--- config.mk ---
export PLATFORM = sky130hd
export DESIGN_NAME = press_gen_flat
export DESIGN_NICKNAME = d
export VERILOG_FILES = /design/src/rtl/press_gen_pkg.sv /design/src/rtl/press_gen_if.sv /design/src/rtl/press_gen_lfsr10.sv /design/src/rtl/press_gen.sv /design/src/flat_wrapper.sv
export SDC_FILE = /design/constraint.sdc
export NUM_CORES = 1
export LEC_CHECK = 0
export CAP_MARGIN = 0
export CORE_ASPECT_RATIO = 1.25
export CORE_MARGIN = 2
export CORE_UTILIZATION = 39
export DETAILED_ROUTE_END_ITERATION = 12
export GPL_TIMING_DRIVEN = 0
export MAX_ROUTING_LAYER = met4
export PLACE_DENSITY_LB_ADDON = 0.3
export SYNTH_ARGS = -nofsm -noshare
export SYNTH_HDL_FRONTEND = slang
export SYNTH_SLANG_ARGS = --single-unit
--- constraint.sdc ---
create_clock -name clk -period 6 [get_ports clk]
set_clock_uncertainty 0.15 [all_clocks]
set_input_delay 1.8 -clock clk [delete_from_list [all_inputs] [get_ports clk]]
set_output_delay 1.8 -clock clk [all_outputs]
set_load 0.005 [all_outputs]
--- src/rtl/press_gen_pkg.sv ---
// Shared types and constants for the press generator: FSM states, LFSR
// constants and the hold/gap counter width helper.
package press_gen_pkg;

  typedef enum logic [1:0] {
    IDLE = 2'd0,
    HOLD = 2'd1,
    GAP  = 2'd2
  } state_t;

  localparam int             LFSR_W     = 10;
  localparam logic [9:0]     LFSR_SEED  = 10'h2A5;
  // Bit indices of the x^10 + x^7 + 1 feedback taps.
  localparam int             LFSR_TAP_A = 9;
  localparam int             LFSR_TAP_B = 6;

  function automatic int cnt_width(input int hold_cycles, input int gap_cycles);
    int m;
    m = (hold_cycles > gap_cycles) ? hold_cycles : gap_cycles;
    return $clog2(m + 1);
  endfunction

endpackage

--- src/rtl/press_gen_if.sv ---
// Request/status bundle between a press requester (master) and press_gen (slave).
interface press_gen_if #(
  parameter int PEND_W = 3
);
  // fire is fire-and-forget: every high cycle is one request and is never
  // stalled; back-pressure shows up only as pending growth and overflow pulses.
  logic              en;
  logic              fire;
  logic              press;
  logic              busy;
  logic [PEND_W-1:0] pending;
  logic              overflow;

  modport master (
    output en,
    output fire,
    input  press,
    input  busy,
    input  pending,
    input  overflow
  );

  modport slave (
    input  en,
    input  fire,
    output press,
    output busy,
    output pending,
    output overflow
  );
endinterface

--- src/rtl/press_gen_lfsr10.sv ---
// 10-bit maximal-length Fibonacci LFSR (x^10 + x^7 + 1); advances only when en=1
// and returns to the fixed seed on reset.
module lfsr10
  import press_gen_pkg::*;
(
  input  logic       clk,
  input  logic       reset,
  input  logic       en,
  output logic [9:0] q
);

  logic fb;
  assign fb = q[LFSR_TAP_A] ^ q[LFSR_TAP_B];

  always_ff @(posedge clk or negedge reset) begin
    if (!reset) begin
      q <= LFSR_SEED;
    end else if (en) begin
      q <= {q[8:0], fb};
    end
  end

endmodule

--- src/rtl/press_gen.sv ---
// Turns single-cycle fire requests into button-like press pulses (HOLD high, GAP low)
// with a saturating queue. Optional AUTO_PLAYER_EN adds an LFSR-driven request source.
module press_gen
  import press_gen_pkg::*;
#(
  parameter int HOLD_CYCLES = 4,
  parameter int GAP_CYCLES  = 2,
  parameter int PEND_W      = 3
) (
  input  logic        clk,
  input  logic        reset,
`ifdef AUTO_PLAYER_EN
  input  logic [1:0]  level,
`endif
  press_gen_if.slave  bus,
  output state_t      dbg_state
);

  localparam int                CNT_W     = cnt_width(HOLD_CYCLES, GAP_CYCLES);
  localparam logic [CNT_W-1:0]  HOLD_LOAD = CNT_W'(HOLD_CYCLES - 1);
  localparam logic [CNT_W-1:0]  GAP_LOAD  = CNT_W'(GAP_CYCLES - 1);
  localparam logic [PEND_W-1:0] PEND_MAX  = '1;

  state_t            state, state_nxt;
  logic [CNT_W-1:0]  cnt, cnt_nxt;
  logic [PEND_W-1:0] pending_q, pending_nxt;
  logic              overflow_q, overflow_nxt;
  logic              press_q, busy_q;
  logic              req, has_pend, can_launch, launch, inc, dec;

`ifdef AUTO_PLAYER_EN
  logic [9:0] lfsr_q;
  logic       auto_req;
  logic       lfsr_unused;

  lfsr10 u_lfsr (
    .clk   (clk),
    .reset (reset),
    .en    (bus.en),
    .q     (lfsr_q)
  );

  assign auto_req    = bus.en & (lfsr_q[3:0] < {level, 2'b00});
  assign lfsr_unused = ^lfsr_q[9:4];
  assign req         = bus.fire | auto_req;
`else
  assign req = bus.fire;
`endif

  // Launches happen only from IDLE or on the final GAP cycle, which is what
  // guarantees the minimum low gap between presses.
  assign has_pend   = (pending_q != '0);
  assign can_launch = (state == IDLE) || ((state == GAP) && (cnt == '0));
  assign launch     = can_launch & bus.en & (req | has_pend);
  assign dec        = launch & has_pend;
  assign inc        = req & ~(launch & ~has_pend);

  always_comb begin
    state_nxt = state;
    cnt_nxt   = cnt;
    case (state)
      IDLE: begin
        if (launch) begin
          state_nxt = HOLD;
          cnt_nxt   = HOLD_LOAD;
        end
      end
      HOLD: begin
        if (cnt == '0) begin
          state_nxt = GAP;
          cnt_nxt   = GAP_LOAD;
        end else begin
          cnt_nxt = cnt - CNT_W'(1);
        end
      end
      GAP: begin
        if (cnt == '0) begin
          if (launch) begin
            state_nxt = HOLD;
            cnt_nxt   = HOLD_LOAD;
          end else begin
            state_nxt = IDLE;
          end
        end else begin
          cnt_nxt = cnt - CNT_W'(1);
        end
      end
      default: begin
        state_nxt = IDLE;
        cnt_nxt   = '0;
      end
    endcase
  end

  // A simultaneous enqueue and dequeue leaves the count unchanged.
  always_comb begin
    pending_nxt  = pending_q;
    overflow_nxt = 1'b0;
    if (inc && !dec) begin
      if (pending_q == PEND_MAX) begin
        overflow_nxt = 1'b1;
      end else begin
        pending_nxt = pending_q + PEND_W'(1);
      end
    end else if (dec && !inc) begin
      pending_nxt = pending_q - PEND_W'(1);
    end
  end

  always_ff @(posedge clk or negedge reset) begin
    if (!reset) begin
      state      <= IDLE;
      cnt        <= '0;
      pending_q  <= '0;
      overflow_q <= 1'b0;
      press_q    <= 1'b0;
      busy_q     <= 1'b0;
    end else begin
      state      <= state_nxt;
      cnt        <= cnt_nxt;
      pending_q  <= pending_nxt;
      overflow_q <= overflow_nxt;
      press_q    <= (state_nxt == HOLD);
      busy_q     <= (state_nxt != IDLE);
    end
  end

  assign bus.press    = press_q;
  assign bus.busy     = busy_q;
  assign bus.pending  = pending_q;
  assign bus.overflow = overflow_q;
  assign dbg_state    = state;

endmodule

--- src/flat_wrapper.sv ---
// flat-port wrapper written by rule: the top's interface ports become plain ports
module press_gen_flat import press_gen_pkg::*;
#(
  parameter int HOLD_CYCLES = 4,
  parameter int GAP_CYCLES  = 2,
  parameter int PEND_W      = 3
)
  (clk, reset, dbg_state, bus_en, bus_fire, bus_press, bus_busy, bus_pending, bus_overflow);
  press_gen_if #(.PEND_W(PEND_W)) bus_i ();
  input  logic clk;
  input  logic reset;
  output state_t dbg_state;
  input wire logic [$bits(bus_i.en)-1:0] bus_en;
  input wire logic [$bits(bus_i.fire)-1:0] bus_fire;
  output wire logic [$bits(bus_i.press)-1:0] bus_press;
  output wire logic [$bits(bus_i.busy)-1:0] bus_busy;
  output wire logic [$bits(bus_i.pending)-1:0] bus_pending;
  output wire logic [$bits(bus_i.overflow)-1:0] bus_overflow;
  assign bus_i.en = bus_en;
  assign bus_i.fire = bus_fire;
  assign bus_press = bus_i.press;
  assign bus_busy = bus_i.busy;
  assign bus_pending = bus_i.pending;
  assign bus_overflow = bus_i.overflow;
  press_gen #(.HOLD_CYCLES(HOLD_CYCLES), .GAP_CYCLES(GAP_CYCLES), .PEND_W(PEND_W)) u_core (.clk(clk), .reset(reset), .bus(bus_i), .dbg_state(dbg_state));
endmodule
# Word level (Yosys, flattened, before mapping)
# Index checks and enable logic that the tools add are counted.
# totals
reg_bits	11
inputBits	4
out_inout_bits	8
# classes
n_addsub	3
n_eq_ne	5
muxes	14
n_bitwise	8
reduce_logical	12
# op_table
op	count
$mux W3	6
$pmux W3 S3	1
$mux W2	3
$pmux W2 S3	1
$sub A3 B1 Y3 const B	2
$and A1 B1 Y1	5
$eq A2 B1 Y1 const B	2
$reduce_bool A2 Y1	2
$add A3 B1 Y3 const B	1
$eq A3 B3 Y1 const B	1
$logic_and A1 B1 Y1	3
$logic_not A3 Y1	1
$mux W1	3
$reduce_bool A3 Y1	1
$eq A2 B2 Y1 const B	1
$logic_not A1 Y1	2
$logic_not A2 Y1	1
$ne A2 B2 Y1 const B	1
$not A1 Y1	2
$reduce_and A2 Y1	1
$logic_or A1 B1 Y1	1
$or A1 B1 Y1	1

# Depth between registers and ports, before layout
# depth
depth_word	12
depth_mapped	8
mapped_depth_nobuf	8

# Worst setup path after synthesis
# OpenSTA, ideal clock, no wires.
# synth_timing
path_type	in2reg
startpoint	input bus_fire
endpoint	register u_core.pending_q[1], in the netlist u_core.bus.pending[1]
arrival_ns	3.284
required_time_ns	5.730
path_slack_ns	2.446
path_stages	6
path_cell_list	buf_2 nand2_1 a2bb2oi_1 fa_1 a221o_1 o211a_1
# synth_via
elab_cells_between_ends	14
classes_between	eq/ne: 1; mux: 1; bitwise: 6; reduce/logical: 6
# synth_rtl
item	line_no	rtl
start: declaration	flat_wrapper.sv:14	input wire logic [$bits(bus_i.fire)-1:0] bus_fire;
$or A1 B1 Y1	press_gen.sv:54	assign launch = can_launch & bus.en & (req | has_pend);
$and A1 B1 Y1	press_gen.sv:54	
$and A1 B1 Y1	press_gen.sv:56	assign inc = req & ~(launch & ~has_pend);
$not A1 Y1	press_gen.sv:56	
$and A1 B1 Y1	press_gen.sv:56	
$logic_and A1 B1 Y1 (*)	press_gen.sv:99	if (inc && !dec) begin
$mux W3 (*)	press_gen.sv:99	
via u_core.pending_nxt[1]	press_gen.sv:26	logic [PEND_W-1:0] pending_q, pending_nxt;
end signal: assignment	press_gen.sv:121	pending_q <= pending_nxt;
end: declaration	press_gen.sv:26	
# The timed path passes the listed nets; every way through them passes the cells marked *.
# A chain may end at the register's enable or synchronous reset.

# Worst setup path in the final report
# Ends and elaborated chain as after synthesis.

==> flow_summary.yaml <==
grt:
  overflow: 0
  antenna_found_initial: 0
  grt_max_degree: 12
  grt_pass1_wl_mm: 2.66
  grt_pass1_vias: 605
  track_usage: 0.165
sta:
  relSlewSlack: 0.659
  hold_viol_final: 0
  setup-violations-final: 0
  fin_tns_setup_ns: 0
  tightest_slew_ns: 0.510
  fin_crit_sh: 0.646
  holdWs_ns: 0.430
  rsz0062_at_grt: "false"
  max_freq_mhz: 258
  period_minus_slack_ns: 3.88
  drv_slew: 0
logic_synthesis:
  dominantRegCellSynth: "dfrtp_1"
  syn_inst: 76
  synth_xor_xnor_area_share: 0.0246
  synth_top_family_by_area: "compound AO/OA/AOI/OAI gates"
  yosysUniqueCellTypes: 31
  synth_area_sq_um: 713
  async_flop_share: 1.00
  synthAdderAreaFrac: 0.0632
  yosysMostFrequentCell: "dfrtp_1"
  avgSynthCellArea_sq_um: 9.38
  ys_ff_latch: 11
  synth_top_cell_by_area: "dfrtp_1"
  ys_warn_count: 0
  synth_compound_area_frac: 0.239
  syn-num-nets: 83
  synth-edff-count: 0
  ys_top_cells_by_area: "dfrtp_1, a21oi_1, mux2i_1"
  synthMuxAreaShare: 0.0737
  synthSimpleGateAreaFrac: 0.158
  ys_seq_area_frac: 0.386
  synth_top_area_frac: 0.386
  yosys-top-cells-count: "dfrtp_1, nand2_1, a21oi_1"
clock_network:
  clockBufferDepth: 2
  hold_buffers: 0
  clk_pin_slew_ns: 0.07
  cts.repair_timing.setup_buffer_count: 0
  cts_root_buf: "clkbuf_4"
  cts_resized: 0
  cts_tree: "done"
  clock_sinks: 11
  ctsHtreeMaxLevel: 1
  clock_latency_ns: 0.26
  cts_made_buffers: 3
placement:
  portBuffers: 11
  routabilityCongestion: 0.726
  dp_cells: 106
  dp_hpwl_mm: 1.05
drt:
  drt_iter0_drc: 9
  finalWirelength_mm: 1.43
  vias_per_cell: 5.52
  dr_total_vias: 607
  wl_per_cell_um: 13.0
  antenna_left: 0
  first_pass_iters: 2
  drc: 0
final_layout:
  drive_gt1_frac: 0.0989
  area_growth_pct: 22.5
  nets: 99
  final_core_util: 0.501
  instances_no_fill: 110
  fillCellCount: 175
  n_antenna_cell: 0
worst_setup_path:
  arrival_ns: 3.89
  critPathKind: "in -> reg"
  r2r_slack_ns: 3.25
  ff2ff_path_depth: 7
  endpoint_kind: "flip-flop"
  worstPathRequired_ns: 6.01
  crit_path_start: "bus_fire"
  rr_startpoint: "u_core.cnt[0]$_DFF_PN0_"
  r2r_end: "u_core.bus.pending[1]$_DFFE_PN0P_"
  cp_max_fo: 10
  critPathLaunchType: "input port"
  crit_path_end: "u_core.bus.pending[1]$_DFFE_PN0P_"
die:
  io_pins: 12
  dieHeight_um: 51.8
  core_area_sq_mm: 0.00174
  fp.dieArea_sq_mm: 0.00219
  chipWidth_um: 42.3
  start_util: 0.409
  num_rows: 17
hold_path:
  hp-class: "reg -> reg"
pwr:
  power.leakage_nw: 0.370
  p_per_area_mw_per_mm2: 556
  ir_drop_uv: 265
job:
  maxCapViolations: 0
outcome:
  status: "complete, no violations"
-- cell usage in the layout, fill, tap and decap left out, drive strengths merged --
cell type / instances
a2111o: 1
a211o: 1
a21oi: 7
a221o: 1
a2bb2oi: 2
a31oi: 1
a32o: 1
and2: 1
buf: 3
clkbuf: 6
clkdlybuf4s50: 11
dfrtp: 11
fa: 1
ha: 2
inv: 3
mux2: 2
mux2i: 3
nand2: 8
nand2b: 3
nand3: 1
nand3b: 1
nor2: 6
nor2b: 1
nor3: 2
o211a: 3
o21ai: 4
o21ba: 1
o41a: 1
or3: 1
xnor2: 2
-- area by class of cell --
| class | count | area (sq um) | share of cell area |
|---|---|---|---|
| Timing Repair Buffer | 11 | 110 | 0.126 |
| Clock buffer | 4 | 26.3 | 0.0301 |
| Multi-Input combinational cell | 57 | 398 | 0.456 |
| Buffer | 5 | 28.8 | 0.0330 |
| Tap cell | 19 | 23.8 | 0.0272 |
| Inverter | 3 | 11.3 | 0.0129 |
| Sequential cell | 11 | 275 | 0.315 |
-- kinds of logic (layout without fill, tap and decap cells) --
group	Yosys count	count (layout)
compound gates	23	23
fa+ha+maj	3	3
xor+xnor	2	2
simple gates	24	24
mux	5	5
buf+inv	8	23
flops	11	11
-- critical path: stages --
cell	delay (ns)
clkdlybuf4s50_1	0.41
buf_2	0.19
nand2_1	0.08
a2bb2oi_1	0.39
fa_1	0.53
a221o_1	0.37
o211a_1	0.11
-- metrics by stage --
stage	setup WS (ns)	power [mW]	cell area, sq um
after global placement	1.85	0.428	847
after global routing	2.02	0.537	873
after floorplan	2.45	0.344	713
after detailed placement	1.85	0.437	847
final	2.12	0.486	873
after CTS	2.13	0.490	873
-- how the worst min path moves through the flow --
stage / slack [ns] / from / cells past startpoint / endpoint
after floorplan: 0.36 / u_core.cnt[2]$_DFF_PN0_ / 2 / u_core.cnt[2]$_DFF_PN0_
after global placement: 0.39 / u_core.cnt[2]$_DFF_PN0_ / 2 / u_core.cnt[2]$_DFF_PN0_
after detailed placement: 0.40 / u_core.cnt[2]$_DFF_PN0_ / 2 / u_core.cnt[2]$_DFF_PN0_
after CTS: 0.43 / u_core.cnt[2]$_DFF_PN0_ / 2 / u_core.cnt[2]$_DFF_PN0_
after global routing: 0.45 / u_core.cnt[2]$_DFF_PN0_ / 2 / u_core.cnt[2]$_DFF_PN0_
final: 0.43 / u_core.cnt[2]$_DFF_PN0_ / 2 / u_core.cnt[2]$_DFF_PN0_
-- registers in the layout, indices dropped and copies added, names as in the netlist --
register             cells
u_core.bus.press         1
u_core.bus.busy          1
u_core.bus.pending       3
u_core.bus.overflow      1
u_core.cnt               3
u_core.dbg_state         2
-- power by group --
part	internal [mW]	switching, mW	total, mW
clock	0.0257	0.0244	0.0501
combinational	0.156	0.131	0.287
sequential	0.110	0.0385	0.148
total	0.292	0.194	0.486
-- per-layer routing --
metal / vias to the layer above / track usage / part of all wire
met5: - / - / 0
met4: 0 / 0.0781 / 0.0070
met3: 2 / 0.0208 / 0.026
met2: 8 / 0.282 / 0.50
met1: 293 / 0.193 / 0.47
li1: 304 / - / -
No activity file was read; power rests on OpenSTA's default activity.
==> RTL change (same flow settings) <==
`HOLD_CYCLES` is set to 4 in 2 places; all go to 3.
--- a/src/rtl/press_gen.sv
+++ b/src/rtl/press_gen.sv
@@ -3,7 +3,7 @@
 module press_gen
   import press_gen_pkg::*;
 #(
-  parameter int HOLD_CYCLES = 4,
+  parameter int HOLD_CYCLES = 3,
   parameter int GAP_CYCLES  = 2,
   parameter int PEND_W      = 3
 ) (
--- a/src/flat_wrapper.sv
+++ b/src/flat_wrapper.sv
@@ -1,7 +1,7 @@
 // flat-port wrapper written by rule: the top's interface ports become plain ports
 module press_gen_flat import press_gen_pkg::*;
 #(
-  parameter int HOLD_CYCLES = 4,
+  parameter int HOLD_CYCLES = 3,
   parameter int GAP_CYCLES  = 2,
   parameter int PEND_W      = 3
 )
Formal check against the unedited RTL: not equivalent (a bounded check fails within 10 cycles, from zero or initial values and one cycle with reset low).
==> RTL change against the unedited design <==
- via count is 8.7% lower
- hold slack gained 23 ps
- setup slack worse by 200 ps
- routed wire length fell by 16%
- total power shrank 15%
- final area down 12%
- synthesized area down 14%
- sequential cell count shrank 1
- count of clock-buffer cells in the layout shrank 1
- critical path type unchanged
- largest power group unchanged
==> RTL change: results (changes against the unedited design) <==
switching share of power 39.2% (-0.65 points); Post-synth top cells dfrtp_1, o21ai_0, inv_1, nand2_1; Final HPWL DP 891 um (-15%); met2 usage 21.0% (-7.2 points); vias per inst 5.71 (+3.5%); worst slew pin tran 433 ps (-76.5 ps); first-iteration detailed-routing DRC count 14 (+5); Placement Setup Slack 1670 ps (-175 ps); synth unique cells 32 (+3.2%); nets 86 (-13%); R2R Path Start u_core.dbg_state[0]$_DFF_PN0_; Area contributors post-synth dfrtp_1, o21ai_0, buf_6; average size of a mapped cell 9.45 um^2 (+0.72%); share of layout cells above drive strength 1 10.1% (+0.24 points); Worst EP arrival 4140 ps (+250 ps); first-pass GRT wire length 2080 um (-22%); Min Hold Slack 453 ps (+22.9 ps); wire per inst 12.4 um (-4.4%); r2r setup slk 3510 ps (+260 ps); fmax 245 MHz (-4.9%); status finished clean; Seq pwr share 33.4% (+2.8 points); Post-Place Cell Area 747 um^2 (-12%); P_sw 0.000162 W (-16%); largest net degree at the start of global routing 11 (-1); part of the Yosys area used for sequential elements 40.7% (+2.1 points); fillers 160 (-8.6%)
==> RTL change: worst max-delay path, delay by kind of cell <==
family / cells / cell delay (ps)
adder cells (fa/ha/maj): 1 / 620
AND/OR/NAND/NOR: 3 / 580
AO/OA/AOI/OAI: 2 / 340
buffers and inverters: 2 / 800
==> RTL change: kinds of logic (layout without fill, tap and decap cells) <==
group           Yosys count  in the layout  synth area share (%)
flops                    10             10                  40.7
mux                       1              1                  1.83
simple gates             18             18                  17.5
buf+inv                   9             23                  7.94
compound gates           25             25                  27.1
fa+ha+maj                 2              2                  4.89
==> RTL change: cell type report <==
class	instances	area (um^2)	area share (%)
buffer	5	33.8	4.39
inverter	4	15.0	1.95
multi-input combinational	46	315	41.0
clock buffer	3	22.5	2.93
timing repair buffer	11	110	14.3
sequential	10	250	32.5
tap	18	22.5	2.93
==> RTL change: routing by layer <==
layer | share of wire [%] | wire, um
met1 | 45 | 546
met2 | 49 | 586
met3 | 2.7 | 33
met4 | 3.0 | 36
met5 | 0 | 0
